$ cat src/rtl/agc_requant.sv
// Requantizer with closed-loop gain control: arithmetic right shift, saturate to OUT_WIDTH,
// and step the shift each window of 2^PERIOD_2N outputs according to the clip count.
module agc_requant #(
    parameter int IN_WIDTH  = 16,
    parameter int OUT_WIDTH = 4,
    parameter int PERIOD_2N = 10,
    parameter int SHIFT_W   = 4
) (
    input  logic                 clk,
    input  logic                 resetn,
    input  logic                 we,
    input  logic [IN_WIDTH-1:0]  in,
    input  logic                 agc_en,
    input  logic [SHIFT_W-1:0]   shift_man,
    input  logic [15:0]          thr_hi,
    input  logic [15:0]          thr_lo,
    output logic [OUT_WIDTH-1:0] out,
    output logic                 out_we,
    output logic                 sat,
    output logic [SHIFT_W-1:0]   shift,
    output logic [15:0]          ovfl_cnt,
    output logic                 upd
);

    localparam int                          MAX_SHIFT = IN_WIDTH - OUT_WIDTH;
    localparam logic [SHIFT_W-1:0]          MAX_SH    = SHIFT_W'(MAX_SHIFT);
    localparam logic signed [IN_WIDTH-1:0]  SAT_HI    = IN_WIDTH'(2 ** (OUT_WIDTH - 1) - 1);
    localparam logic signed [IN_WIDTH-1:0]  SAT_LO    = IN_WIDTH'(-(2 ** (OUT_WIDTH - 1)));

    logic                        r_v1;
    logic signed [IN_WIDTH-1:0]  r_s1;
    logic                        r_out_we;
    logic [OUT_WIDTH-1:0]        r_out;
    logic                        r_sat;
    logic [SHIFT_W-1:0]          r_shift;
    logic [PERIOD_2N-1:0]        r_cnt;
    logic [15:0]                 r_acc;
    logic [15:0]                 r_ovfl;
    logic                        r_upd;

    logic                        w_hi;
    logic                        w_lo;
    logic [OUT_WIDTH-1:0]        w_q;
    logic                        w_close;
    logic [15:0]                 w_total;
    logic [SHIFT_W-1:0]          w_man;

    // Stage 1: floor shift using the shift value live at the capture edge.
    always_ff @(posedge clk or negedge resetn) begin
        if (!resetn) begin
            r_v1 <= 1'b0;
            r_s1 <= '0;
        end else begin
            r_v1 <= we;
            if (we) r_s1 <= $signed(in) >>> r_shift;
        end
    end

    assign w_hi = (r_s1 > SAT_HI);
    assign w_lo = (r_s1 < SAT_LO);
    assign w_q  = w_hi ? SAT_HI[OUT_WIDTH-1:0] :
                  w_lo ? SAT_LO[OUT_WIDTH-1:0] : r_s1[OUT_WIDTH-1:0];

    // Stage 2: clip to the output range; sat is forced low on idle cycles.
    always_ff @(posedge clk or negedge resetn) begin
        if (!resetn) begin
            r_out_we <= 1'b0;
            r_out    <= '0;
            r_sat    <= 1'b0;
        end else begin
            r_out_we <= r_v1;
            r_sat    <= r_v1 & (w_hi | w_lo);
            if (r_v1) r_out <= w_q;
        end
    end

    assign w_close = r_out_we & (&r_cnt);
    assign w_total = (r_acc == 16'hFFFF) ? r_acc : r_acc + {15'd0, r_sat};
    assign w_man   = (shift_man > MAX_SH) ? MAX_SH : shift_man;

    always_ff @(posedge clk or negedge resetn) begin
        if (!resetn) begin
            r_cnt   <= '0;
            r_acc   <= '0;
            r_ovfl  <= '0;
            r_upd   <= 1'b0;
            r_shift <= MAX_SH;
        end else begin
            r_upd <= 1'b0;
            if (r_out_we) begin
                if (w_close) begin
                    r_ovfl <= w_total;
                    r_acc  <= '0;
                    r_cnt  <= '0;
                    r_upd  <= 1'b1;
                end else begin
                    r_cnt <= r_cnt + PERIOD_2N'(1);
                    r_acc <= w_total;
                end
            end
            // Increment is tested first so thr_hi wins when both thresholds trip.
            if (!agc_en) begin
                r_shift <= w_man;
            end else if (w_close) begin
                if (w_total > thr_hi && r_shift < MAX_SH)
                    r_shift <= r_shift + SHIFT_W'(1);
                else if (w_total < thr_lo && r_shift != '0)
                    r_shift <= r_shift - SHIFT_W'(1);
            end
        end
    end

    assign out      = r_out;
    assign out_we   = r_out_we;
    assign sat      = r_sat;
    assign shift    = r_shift;
    assign ovfl_cnt = r_ovfl;
    assign upd      = r_upd;

endmodule

$ cat config.mk
export PLATFORM = sky130hd
export DESIGN_NAME = agc_requant
export DESIGN_NICKNAME = d
export VERILOG_FILES = /design/src/rtl/agc_requant.sv
export SDC_FILE = /design/constraint.sdc
export NUM_CORES = 1
export LEC_CHECK = 0
export BUFFER_PORTS_ARGS = -buffer_cell sky130_fd_sc_hd__buf_4
export CORE_ASPECT_RATIO = 1.2
export CORE_MARGIN = 2
export CORE_UTILIZATION = 45
export CTS_CLUSTER_DIAMETER = 120
export DETAILED_ROUTE_END_ITERATION = 16
export HOLD_SLACK_MARGIN = 0.1
export PLACE_DENSITY_LB_ADDON = 0.3
export SYNTH_ARGS = -nofsm -noshare
export SYNTH_HDL_FRONTEND = slang
export SYNTH_SLANG_ARGS = --single-unit
$ cat constraint.sdc
create_clock -name clk -period 6.09 [get_ports clk]
set_clock_uncertainty 0.2 [all_clocks]
set_input_delay 0.609 -clock clk [delete_from_list [all_inputs] [get_ports clk]]
set_output_delay 0.609 -clock clk [all_outputs]
set_load 0.01 [all_outputs]
# Word-level counts from Yosys, hierarchy flattened

Cells that the tools add are included.

Bits in registers: 70
Latch bits: 0
RAM bits: 0
Memory bits (read-only): 0
Input bits: 56
Output and inout port bits: 27
Word-level logic and storage cells: 45
Memories kept: 0

$add $sub $neg: 4
Multiply operators: 0
Divide/modulo/power cells: 0
Order comparisons: 6
Equal/unequal tests: 3
Shift operators: 1
Muxes and demuxes: 12
Bitwise gates (word level): 3
Reductions and logical operators: 6

Operator list:

| operator              | count |
|---|---|
| $mux 16               | 2 |
| $mux 4                | 7 |
| $add 16x1->16         | 1 |
| $eq 16x16->1 const B  | 1 |
| $gt 16x16->1          | 1 |
| $gt 16x4->1 const B   | 1 |
| $lt 16x16->1          | 1 |
| $lt 16x4->1 const B   | 1 |
| $sshr 16x4->16        | 1 |
| $add 10x1->10 const B | 1 |
| $mux 10               | 1 |
| $reduce_and 10->1     | 1 |
| $add 4x1->4 const B   | 1 |
| $gt 4x4->1 const B    | 1 |
| $lt 4x4->1 const B    | 1 |
| $reduce_and 2->1      | 2 |
| $reduce_bool 4->1     | 1 |
| $sub 4x1->4 const B   | 1 |
| $ne 3x1->1 const B    | 1 |
| $and 1x1->1           | 2 |
| $logic_and 1x1->1     | 2 |
| $mux 1                | 2 |
| $ne 2x1->1 const B    | 1 |
| $or 1x1->1            | 1 |

# Longest topological paths before layout

Gate-level depths: netlist of run 1.

Depth after elaboration: 8
Gate-level depth with buffers: 19
Depth with buffers taken out: 19

# Least setup slack after synthesis of run 1

OpenSTA, ideal clock, no wires.

Path kind: register to register
Start point: register r_sat (netlist: sat)
End point: register r_shift[3] (netlist: shift[3])
Library setup time: 0.104 ns
Arrival: 4.189 ns
Data required time: 5.786 ns
Setup slack: 1.597 ns
Stages on the path, launching flop included: 18
Path buffers: 0
Period minus slack after synthesis: 4.493 ns
Cell sequence: dfrtp_1 -> ha_1 -> nand3_2 -> nor4b_2 -> and2b_1 -> xor2_1 -> ha_1 -> a211oi_1 -> o21ai_0 -> a211o_2 -> o21ai_0 -> ha_1 -> a21o_1 -> a21oi_1 -> nand3_1 -> or4_1 -> o21ai_1 -> a211oi_2

Cells in the longest elaborated chain, start to end: 7
Elaborated cells on any way between the ends: 11
Those cells by class: add/sub: 1; order compare: 2; eq/ne: 1; mux: 4; reduce/logical: 3

RTL lines:

| what                     | RTL line | text |
|---|---|---|
| start: declaration       | 34       | `logic r_sat;` |
| start signal: assignment | 72       | `r_sat <= r_v1 & (w_hi \| w_lo);` |
| $add 16x1->16 (*)        | 78       | `assign w_total = (r_acc == 16'hFFFF) ? r_acc : r_acc + {15'd0, r_sat};` |
| $mux 16 (*)              | 78       |  |
| via w_total[15]          | 45       | `logic [15:0] w_total;` |
| $gt 16x16->1             | 105      | `if (w_total > thr_hi && r_shift < MAX_SH)` |
| $logic_and 1x1->1        | 105      |  |
| $mux 4                   | 105      |  |
| $mux 4                   | 104      | `end else if (w_close) begin` |
| $mux 4                   | 102      | `if (!agc_en) begin` |
| end signal: assignment   | 103      | `r_shift <= w_man;` |
| end signal: assignment   | 106      | `r_shift <= r_shift + SHIFT_W'(1);` |
| end signal: assignment   | 108      | `r_shift <= r_shift - SHIFT_W'(1);` |
| end: declaration         | 35       | `logic [SHIFT_W-1:0] r_shift;` |

The timed path passes the listed nets; every way through them passes the cells marked *. The select of a mux whose other input is x is not followed.
A chain may end at the register's enable or synchronous reset.

# Worst setup path after layout of run 1

Start point: register r_acc[0]
End point: register r_shift[3] (netlist: shift[3])

Cells in the longest elaborated chain, start to end: 7
Elaborated cells on any way between the ends: 12
Those cells by class: add/sub: 1; order compare: 2; eq/ne: 2; mux: 4; reduce/logical: 3

RTL lines:

| what                                          | RTL line | text |
|---|---|---|
| start: declaration                            | 37       | `logic [15:0] r_acc;` |
| start signal: assignment                      | 98       | `r_acc <= w_total;` |
| $add 16x1->16 or $eq 16x16->1 (tied branches) | 78       |  |
| $mux 16 (*)                                   | 78       |  |
| via w_total[14]                               | 45       |  |
| $gt 16x16->1                                  | 105      |  |
| $logic_and 1x1->1                             | 105      |  |
| $mux 4                                        | 105      |  |
| $mux 4                                        | 104      |  |
| $mux 4                                        | 102      |  |

Marked as above.

==> impl_metrics.py, run 1 <==
metrics = {
    "power_and_ir_drop": {
        "clkPwrFrac_pct": 39.0,
        "combPwrFrac_pct": 23.8,
        "power.switching_w": 0.000494,
        "power_density_nw_per_um2": 282,
        "total_power_w": 0.00167,
        "leakage_nw": 2.89,
        "p_sw_share_pct": 29.7,
        "peakVddDrop_mv": 0.129,
        "power.internal_w": 0.00117,
        "power_frac_seq_pct": 37.2,
    },
    "worst_setup_path": {
        "cp-startpoint": "r_acc[0]",
        "required_ns": 6.12,
        "path_cells": "ha_1 > ha_1 > nand2_1 > or3_1 > nor3_1 > xnor2_1 > inv_1 > ha_1 > a211oi_1 > o21ai_0 > a211o_2 > o21ai_0 > ha_1 > a21o_1 > a21oi_1 > nand3_1 > or4_1 > o21ai_1 > a211oi_2",
        "cp_common_cell": "ha_1",
        "crit_path_start_kind": "flop",
        "endpoint_kind": "flop",
        "critical_path.max_fanout": 5,
        "arrival_ns": 5.12,
        "crit_slowest_cell": "o21ai_0",
        "reg2reg_from": "r_acc[0]",
        "critPathKind": "reg2reg",
        "slowest_delay_ns": 0.53,
    },
    "cells_and_area": {
        "area_growth_pct": 21.7,
        "antennaDiodeCount": 0,
        "design_area_um2": 5900,
        "nets": 688,
        "drive_above_1_share_pct": 25.7,
    },
    "synth": {
        "synth.top_cell.area_share_pct": 35.1,
        "syn_inst": 521,
        "synth_flop_cell": "dfrtp_1",
        "synth_cell_type_count": 61,
        "synth_mux_area_share_pct": 11.2,
        "synth_xor_area_share_pct": 3.61,
        "synthSimpleGateAreaFrac_pct": 17.2,
        "syn_area_um2": 4850,
        "yosys_warnings": 0,
        "synthTopCellsByArea": "dfrtp_1 (35%), ha_1 (9.3%), nand2_1 (5.3%), mux4_2 (5.1%), mux2_2 (4.9%)",
        "synth_top_area_cell": "dfrtp_1",
        "yosysSeqAreaShare_pct": 36.2,
        "synth_seq_cells": 70,
        "syn_area_per_cell_um2": 9.31,
        "synthAdderAreaFrac_pct": 9.70,
        "yosysMostFrequentCell": "nand2_1",
        "synth_common_cells": "nand2_1 (69), dfrtp_1 (68), inv_1 (59), ha_1 (36), o21ai_0 (36)",
        "syn-num-nets": 614,
        "synth_top_family_by_area": "simple AND/OR/NAND/NOR gates",
        "synth_compound_area_share_pct": 15.4,
        "async_flop_share_pct": 100,
        "synth_edf_count": 0,
    },
    "timing": {
        "finalHoldViolations": 0,
        "rsz0062_at_grt": "no",
        "period_share_pct": 83.5,
        "relSlewSlack_pct": 38.8,
        "worst_pin_slew_ns": 0.918,
        "period_minus_slack_ns": 5.09,
        "slew_violations": 0,
        "clock.fmax_mhz": 197,
        "setup-tns-final_ns": 0,
        "setup_viol": 0,
    },
    "routing": {
        "drtAntennaViolNets": 0,
        "avgRoutedWirePerCell_um": 16.2,
        "drt_pass1_iterations": 5,
        "viasPerCell": 5.61,
        "drc": 0,
        "vias": 4092,
        "drt-initial-drc-count": 208,
        "routed_wl_um": 11800,
    },
    "placed_design": {
        "hpwl_um": 8800,
        "gp_congestion": 0.900,
        "io_buffers": 82,
        "postPlaceCellArea_um2": 5530,
    },
    "floorplanning": {
        "num_rows": 41,
        "fp.dieH_um": 118,
        "die_area_um2": 11600,
        "start_util_pct": 46.1,
        "io_pins": 83,
        "dieWidth_um": 98.8,
        "fp.coreArea_um2": 10500,
    },
    "global_routing": {
        "overflow": 0,
        "track_usage_pct": 21.1,
        "antenna_found_initial": 0,
        "grt_pass1_vias": 4167,
        "grt_max_degree": 71,
        "grt_pass1_wl_um": 19900,
    },
    "clock_tree": {
        "clockBufferDepth": 2,
        "ctsResizeCount": 0,
        "clk_pin_slew_ns": 0.06,
        "cts_buffers": 9,
        "cts_setup_buffers": 0,
        "hold_buffers": 0,
        "cts-root-buf": "clkbuf_16",
        "insertion_delay_ns": 0.33,
        "cts_tree": "built",
        "htree_num_levels": 3,
        "cts.sinks": 70,
    },
    "status": {
        "status": "finished, final reports clean",
    },
    "job": {
        "drv_cap": 0,
    },
    "hold_path": {
        "hold_path_class": "in2async",
    },
}
## kinds of logic (layout without fill, tap and decap cells)
family,after synthesis,count (layout)
buffers and inverters,80,159
AND/OR/NAND/NOR,159,159
multiplexers,38,38
XOR/XNOR,20,20
adder cells (fa/ha/maj),37,37
AO/OA/AOI/OAI,117,117
flip-flops,70,70
## power by group through the flow
| stage | logic [W] | registers [W] | clock network [W] |
|---|---|---|---|
| after CTS | 0.000398 | 0.000620 | 0.000657 |
| after global routing | 0.000449 | 0.000632 | 0.000682 |
| after floorplan | 0.000288 | 0.000599 | 0 |
| after detailed placement | 0.000394 | 0.000628 | 0 |
| after global placement | 0.000383 | 0.000622 | 0 |
| final | 0.000396 | 0.000620 | 0.000649 |
## registers in the layout (all words and copies together) (netlist names)
name	flops
r_v1	1
r_s1	16
upd	1
sat	1
r_cnt	10
r_acc	16
out_we	1
ovfl_cnt	16
shift	4
out	4
## critical path, delay by kind of cell (launching register included)
kind	cells	cell delay, ns
adder cells (fa/ha/maj)	4	1.06
flip-flops	1	0.39
buffers and inverters	1	0.12
AND/OR/NAND/NOR	5	1.22
AO/OA/AOI/OAI	8	1.81
XOR/XNOR	1	0.20
## stage by stage
stage	instances	hold slack [ns]	util [%]	setup WS (ns)
final	729	0.198	56.1	1.00
after CTS	729	0.241	56.1	1.04
after detailed placement	713	0.267	52.6	1.07
after global placement	713	0.264	52.6	1.31
after global routing	729	0.271	56.1	0.497
after floorplan	521	0.113	-	1.60
## placed cells by master, fill, tap and decap left out, drive strengths merged, types with 2 or more instances in the layout
master  count
buf        83
nand2      69
dfrtp      68
inv        60
o21ai      38
ha         36
a21oi      27
nand3      27
nor2       21
mux2       21
xnor2      15
o211ai     15
mux4       11
nand4      11
clkbuf      9
nor3        8
o31ai       7
mux2i       6
a211oi      6
xor2        5
a21o        5
nor2b       4
o22ai       4
bufinv      4
nor4        4
nand2b      3
a21bo       3
clkinv      3
or3         3
and3        2
o31a        2
dfstp       2
## layout make-up
cell class                 count  area (um2)
clock inverter                 7         146
clock buffer                   9         225
tap                          129         161
sequential                    70        1750
inverter                      60         225
fill                         909        4610
multi-input combinational    371        2770
timing repair buffer          83         623
## layer usage
metal,vias up,routed length (um),global-route usage (%)
met5,-,0,0
met4,0,201,7.11
met3,17,573,3.86
met2,127,5810,35.1
met1,1947,5200,27.5
li1,2001,-,-
## final timing paths
| kind | to | slack, ns | depth (start not counted) |
|---|---|---|---|
| setup / recovery | shift[3] | 1.00 | 19 |
| hold reg to reg | ovfl_cnt[6] | 0.28 | 2 |
| max in group asynchronous | r_s1[10] | 4.90 | 1 |
| hold / removal | ovfl_cnt[7] | 0.20 | 1 |
| setup reg to reg | shift[3] | 1.00 | 19 |
| min in group clk | ovfl_cnt[6] | 0.28 | 2 |
Note: power is estimated with default switching activity, not from simulation.
==> run 2: changes to the inputs <==
ABC_AREA = 1   (was unset)
clock period = 4.55 ns   (was 6.09 ns; I/O delays follow)
==> run 2 against run 1 <==
- cell count up 14%
- largest cell class unchanged
- critical endpoint unchanged
- highest routed layer unchanged
- area after synthesis down 3.3%
- routed wire length down 0.88%
- critical path depth up 7
- power up 48%
- combinational power up 99%
==> impl_metrics.py, run 2 <==
metrics = {
    "placed_design": {
        "hpwl_um": 8800,
        "placedCellCount": 808,
        "gp_congestion": 0.865,
        "io_buffers": 82,
    },
    "cells_and_area": {
        "nets": 793,
        "stdcell_count": 831,
        "drive_above_1_share_pct": 21.3,
        "layout_commonest_cell": "nand2_1",
        "final_cell_mix": "nand2_1 (149), inv_1 (97), buf_4 (90)",
        "nFillCells": 919,
        "area_growth_pct": 24.5,
        "antennaDiodeCount": 0,
    },
    "routing": {
        "viasPerCell": 5.20,
        "drc": 0,
        "vias": 4322,
        "routed_wl_um": 11700,
        "drt_pass1_iterations": 5,
        "drt-initial-drc-count": 179,
        "drtAntennaViolNets": 0,
        "avgRoutedWirePerCell_um": 14.1,
    },
    "synth": {
        "syn-num-nets": 706,
        "synth_flop_cell": "dfrtp_1",
        "syn_area_per_cell_um2": 7.65,
        "synthTopCellsByArea": "dfrtp_1 (36%), nand2_1 (12%), ha_1 (9.6%), inv_1 (7.8%), o21ai_0 (4.1%)",
        "synth.top_cell.area_share_pct": 36.3,
        "yosysSeqAreaShare_pct": 37.4,
        "synth_common_cells": "nand2_1 (151), inv_1 (97), dfrtp_1 (68), o21ai_0 (38), ha_1 (36)",
        "synth_cell_type_count": 46,
        "yosys_warnings": 0,
        "synth_top_area_cell": "dfrtp_1",
        "synth_edf_count": 0,
        "async_flop_share_pct": 100,
        "yosysMostFrequentCell": "nand2_1",
        "syn_inst": 613,
        "syn_area_um2": 4690,
        "synth_seq_cells": 70,
    },
    "clock_tree": {
        "clockBufferDepth": 2,
        "htree_num_levels": 3,
        "cts_buffers": 9,
        "cts.sinks": 70,
        "cts-root-buf": "clkbuf_16",
        "clk_pin_slew_ns": 0.06,
        "insertion_delay_ns": 0.34,
        "cts_tree": "built",
    },
    "global_routing": {
        "track_usage_pct": 21.4,
        "antenna_found_initial": 0,
        "grtUsageMet1_pct": 26.2,
        "busiest_layer": "met2",
        "grt_pass1_vias": 4343,
        "met2_usage_pct": 37.9,
        "grt_pass1_wl_um": 19500,
        "grtUsageMet3_pct": 2.83,
        "overflow": 0,
        "grt_max_degree": 71,
    },
    "timing": {
        "setup-tns-final_ns": 0,
        "relSlewSlack_pct": 41.3,
        "finalHoldViolations": 0,
        "slew_violations": 0,
        "period_minus_slack_ns": 4.25,
        "worst_pin_slew_ns": 0.880,
        "hold_ws_ns": 0.128,
        "setup_viol": 0,
        "rsz0062_at_grt": "no",
        "clock.fmax_mhz": 235,
        "period_share_pct": 93.5,
    },
    "floorplanning": {
        "fp.dieH_um": 116,
        "num_rows": 40,
        "start_util_pct": 46.6,
        "dieWidth_um": 97.2,
        "fp.coreArea_um2": 10100,
        "io_pins": 83,
        "die_area_um2": 11300,
    },
    "hold_path": {
        "whs_path_depth": 1,
        "hold_path_class": "in2reg",
    },
    "power_and_ir_drop": {
        "power_density_nw_per_um2": 423,
        "leakage_nw": 3.12,
        "total_power_w": 0.00247,
        "peakVddDrop_mv": 0.240,
    },
    "worst_setup_path": {
        "reg2reg_depth": 26,
        "arrival_ns": 4.34,
        "critPathKind": "reg2reg",
        "crit_path_start_kind": "flop",
        "required_ns": 4.64,
        "endpoint_kind": "flop",
        "critical_path.max_fanout": 3,
    },
    "status": {
        "status": "finished, final reports clean",
    },
    "job": {
        "drv_cap": 0,
    },
}
[run 2: cell count changes after synthesis, sizes merged, moves of 13 or more]
| cell | before | now |
|---|---|---|
| inv | 60 | 102 |
| mux2 | 21 | 1 |
| xnor2 | 15 | 2 |
| nor2 | 21 | 34 |
| o21ai | 38 | 51 |
| nand2 | 69 | 160 |
[run 2: final timing paths]
path                                   from          end  slack (ns)
worst max-delay path                    sat     shift[3]        0.30
worst min-delay path                     we         r_v1        0.13
worst max register to register          sat     shift[3]        0.30
worst min register to register  ovfl_cnt[2]  ovfl_cnt[2]        0.29
max in group asynchronous            resetn     r_s1[11]        3.00
min in group asynchronous            resetn  ovfl_cnt[8]        0.57
[run 2: repair_timing]
action,CTS,global route
hold buffers,1,0
gates resized for setup,0,13
endpoints found under the setup margin,0,1
setup buffers,0,6
hold endpoints to repair,68,0
[run 2: per-layer routing]
metal	share of wire (%)	vias up
met5	0	-
met4	2.5	0
met3	4.4	18
met2	50	124
met1	43	2009
li1	-	2171
[run 2: cell type report]
cell class / instances / area (um2) / share of cell area, %
multi-input combinational: 425 / 2530 / 43.2
clock buffer: 9 / 225 / 3.85
sequential: 70 / 1750 / 30.0
clock inverter: 7 / 105 / 1.80
inverter: 103 / 389 / 6.66
timing repair buffer: 91 / 686 / 11.7
tap: 126 / 158 / 2.70
[run 2: per-stage QoR]
stage                     setup WS (ns)  instance area [um2]  utilization [%]
after global placement            0.475                 5390             53.6
after global routing            0.00218                 5840             58.1
after detailed placement          0.265                 5390             53.6
final                             0.298                 5840             58.1
after floorplan                   0.739                 4690                -
after CTS                         0.237                 5730             57.0
[run 2: critical path: stages, from the launching register on]
cell	delay (ns)
dfrtp_1	0.36
ha_1	0.18
nand2_1	0.07
nor2_1	0.08
nand2_1	0.09
nor3_2	0.24
nand3_2	0.16
nor3_4	0.23
nand4_1	0.18
xor2_2	0.23
ha_1	0.31
nand2_1	0.08
nor2_2	0.15
nand2_2	0.10
nor4_4	0.30
a21oi_2	0.08
nand2_2	0.08
buf_4	0.12
ha_1	0.22
nand3_1	0.07
nand2_1	0.08
xor2_1	0.15
nand3_1	0.09
nand2_1	0.04
o21ai_0	0.14
nand3_1	0.09
nand2_1	0.07
[run 2: cell families (layout without fill, tap and decap cells)]
logic type | count (synthesis) | after routing | share of synthesized area, %
AOI/OAI and AO/OA | 120 | 120 | 14.5
buffers and inverters | 118 | 210 | 10.2
DFF | 70 | 70 | 37.4
adders and majority gates | 37 | 37 | 10.0
xor gates and xnor gates | 14 | 14 | 2.93
and+or+nand+nor | 248 | 248 | 23.6
muxes | 6 | 6 | 1.31
[run 2: power breakdown]
group          total [W]  internal (W)  switching [W]
clock network   0.000781      0.000488       0.000293
registers       0.000899      0.000753       0.000146
logic           0.000789      0.000317       0.000472
total            0.00247       0.00156       0.000911
==> run 3: changes to the inputs <==
BUFFER_PORTS_ARGS = unset   (was -buffer_cell sky130_fd_sc_hd__buf_4)
DONT_BUFFER_PORTS = 1   (was unset)
clock period = 5.16 ns   (was 4.55 ns; I/O delays follow)
==> run 3 against run 2 <==
- design area down 12%
- cell count is 10% lower
- clock power down 20%
- flip-flop and latch count unchanged
- utilization is 7.2 points lower
- die area is the same
- critical endpoint unchanged
- highest routed layer unchanged
==> impl_metrics.py, run 3 (synthesized netlist as in run 2, its figures left out) <==
metrics = {
    "status": {
        "status": "finished, final reports clean",
    },
    "power_and_ir_drop": {
        "power_frac_seq_pct": 39.5,
        "clkPwrFrac_pct": 30.8,
        "leakage_nw": 2.66,
        "power.switching_w": 0.000761,
        "combPwrFrac_pct": 29.7,
        "power.internal_w": 0.00128,
        "p_sw_share_pct": 37.3,
        "power_density_nw_per_um2": 398,
        "peakVddDrop_mv": 0.184,
    },
    "clock_tree": {
        "cts_buffers": 9,
        "insertion_delay_ns": 0.34,
        "htree_num_levels": 3,
        "cts-root-buf": "clkbuf_16",
        "cts_tree": "built",
        "clockBufferDepth": 2,
        "clk_pin_slew_ns": 0.06,
        "cts.sinks": 70,
        "ctsResizeCount": 0,
    },
    "floorplanning": {
        "num_rows": 40,
        "io_pins": 83,
        "fp.coreArea_um2": 10100,
        "start_util_pct": 46.6,
        "dieWidth_um": 97.2,
        "fp.dieH_um": 116,
        "die_area_um2": 11300,
    },
    "placed_design": {
        "io_buffers": 0,
        "dp_slack_ns": 0.889,
        "postPlaceCellArea_um2": 4760,
        "placedCellCount": 724,
        "hpwl_um": 8400,
        "gp_congestion": 0.871,
    },
    "worst_setup_path": {
        "crit_slowest_cell": "dfrtp_1",
        "critPathKind": "reg2reg",
        "crit_path_start_kind": "flop",
        "slowest_delay_ns": 0.41,
        "cp_common_cell": "nand2_1",
        "reg2reg_depth": 24,
        "endpoint_kind": "flop",
        "required_ns": 5.25,
        "path_buf_inv": 0,
        "path_cells": "ha_1 > nand2_1 > nor2_1 > nand2_1 > nor3_2 > nand3_2 > nor3_4 > nand4_1 > xor2_1 > ha_1 > nand2_1 > nor2_1 > nand2_1 > o21ai_0 > nand2_1 > ha_1 > a21oi_1 > nand2_1 > xor2_1 > nand3_1 > nand2_1 > o21ai_0 > nand3_1 > nand2_1",
        "r2r_slack_ns": 0.84,
        "r2r_end": "shift[3]",
        "critical_path.max_fanout": 4,
        "reg2reg_from": "sat",
        "cp_top_family": "simple AND/OR/NAND/NOR gates",
        "arrival_ns": 4.40,
    },
    "routing": {
        "drtAntennaViolNets": 0,
        "viasPerCell": 5.39,
        "routed_wl_um": 11000,
        "drt_pass1_iterations": 4,
        "avgRoutedWirePerCell_um": 14.7,
        "vias": 4011,
        "drc": 0,
        "drt-initial-drc-count": 204,
    },
    "cells_and_area": {
        "drive_above_1_share_pct": 8.09,
        "nets": 706,
        "final_cell_mix": "nand2_1 (151), inv_1 (97), dfrtp_1 (68)",
        "design_area_um2": 5120,
        "area_growth_pct": 9.09,
        "stdcell_count": 744,
        "antennaDiodeCount": 0,
        "layout_commonest_cell": "nand2_1",
    },
    "global_routing": {
        "overflow": 0,
        "grt_max_degree": 71,
        "grt_pass1_wl_um": 18700,
        "antenna_found_initial": 0,
        "track_usage_pct": 20.6,
        "grt_pass1_vias": 3984,
    },
    "job": {
        "drv_cap": 0,
    },
    "timing": {
        "period_minus_slack_ns": 4.32,
        "setup-tns-final_ns": 0,
        "slew_violations": 0,
        "setup_slack_ns": 0.845,
        "relSlewSlack_pct": 44.0,
        "period_share_pct": 83.6,
        "clock.fmax_mhz": 232,
        "worst_pin_slew_ns": 0.840,
        "rsz0062_at_grt": "no",
        "setup_viol": 0,
        "finalHoldViolations": 0,
        "hold_ws_ns": 0.112,
    },
    "hold_path": {
        "hold_path_class": "in2reg",
        "whs_path_depth": 2,
        "holdCritStartpoint": "we",
        "hold_end": "r_s1[15]",
    },
}
-- run 3: how the worst max path moves through the flow --
stage,startpoint,endpoint,depth (start not counted)
after global placement,sat,shift[3],24
final,sat,shift[3],24
after CTS,sat,shift[3],24
after floorplan,sat,shift[3],24
after detailed placement,sat,shift[3],24
after global routing,sat,shift[3],24
-- run 3: power groups by stage --
stage | Clock, W | Combinational (W) | Sequential (W)
after floorplan | 0 | 0.000499 | 0.000748
after global placement | 0 | 0.000568 | 0.000809
after detailed placement | 0 | 0.000582 | 0.000815
after CTS | 0.000637 | 0.000604 | 0.000806
after global routing | 0.000661 | 0.000696 | 0.000824
final | 0.000627 | 0.000606 | 0.000805
-- run 3: per-layer routing --
layer	wire length (um)	GRT usage [%]
met1	4780	25.1
met5	0	0
met3	650	5.01
met4	219	7.78
met2	5310	35.7
-- run 3: final cells by class --
class / instances / area, um2
multi-input cells: 425 / 2460
clock inverters: 5 / 58.8
fillers: 980 / 4940
inverters: 103 / 389
flip-flops and latches: 70 / 1750
well taps: 126 / 158
repair buffers: 4 / 57.6
clock buffers: 11 / 243
-- run 3: timing repair --
item                                   in CTS  in global routing
buffers inserted                            0                  0
endpoints found under the hold margin      74                  0
hold buffers                                4                  0
-- run 3: metrics by stage --
stage / util [%] / power [W]
2_1_floorplan: - / 0.00125
5_1_grt: 50.9 / 0.00218
3_3_place_gp: 47.3 / 0.00138
4_1_cts: 50.9 / 0.00205
6_report: 50.9 / 0.00204
3_5_place_dp: 47.3 / 0.00140
-- run 3: worst reg2reg max path, cell delays in order (launching register included) --
cell and delay [ns]:
dfrtp_1 0.41, ha_1 0.19, nand2_1 0.07, nor2_1 0.09, nand2_1 0.10, nor3_2 0.17, nand3_2 0.14, nor3_4 0.19
nand4_1 0.14, xor2_1 0.35, ha_1 0.20, nand2_1 0.07, nor2_1 0.15, nand2_1 0.10, o21ai_0 0.29, nand2_1 0.21
ha_1 0.37, a21oi_1 0.17, nand2_1 0.08, xor2_1 0.15, nand3_1 0.09, nand2_1 0.05, o21ai_0 0.14, nand3_1 0.09
nand2_1 0.07
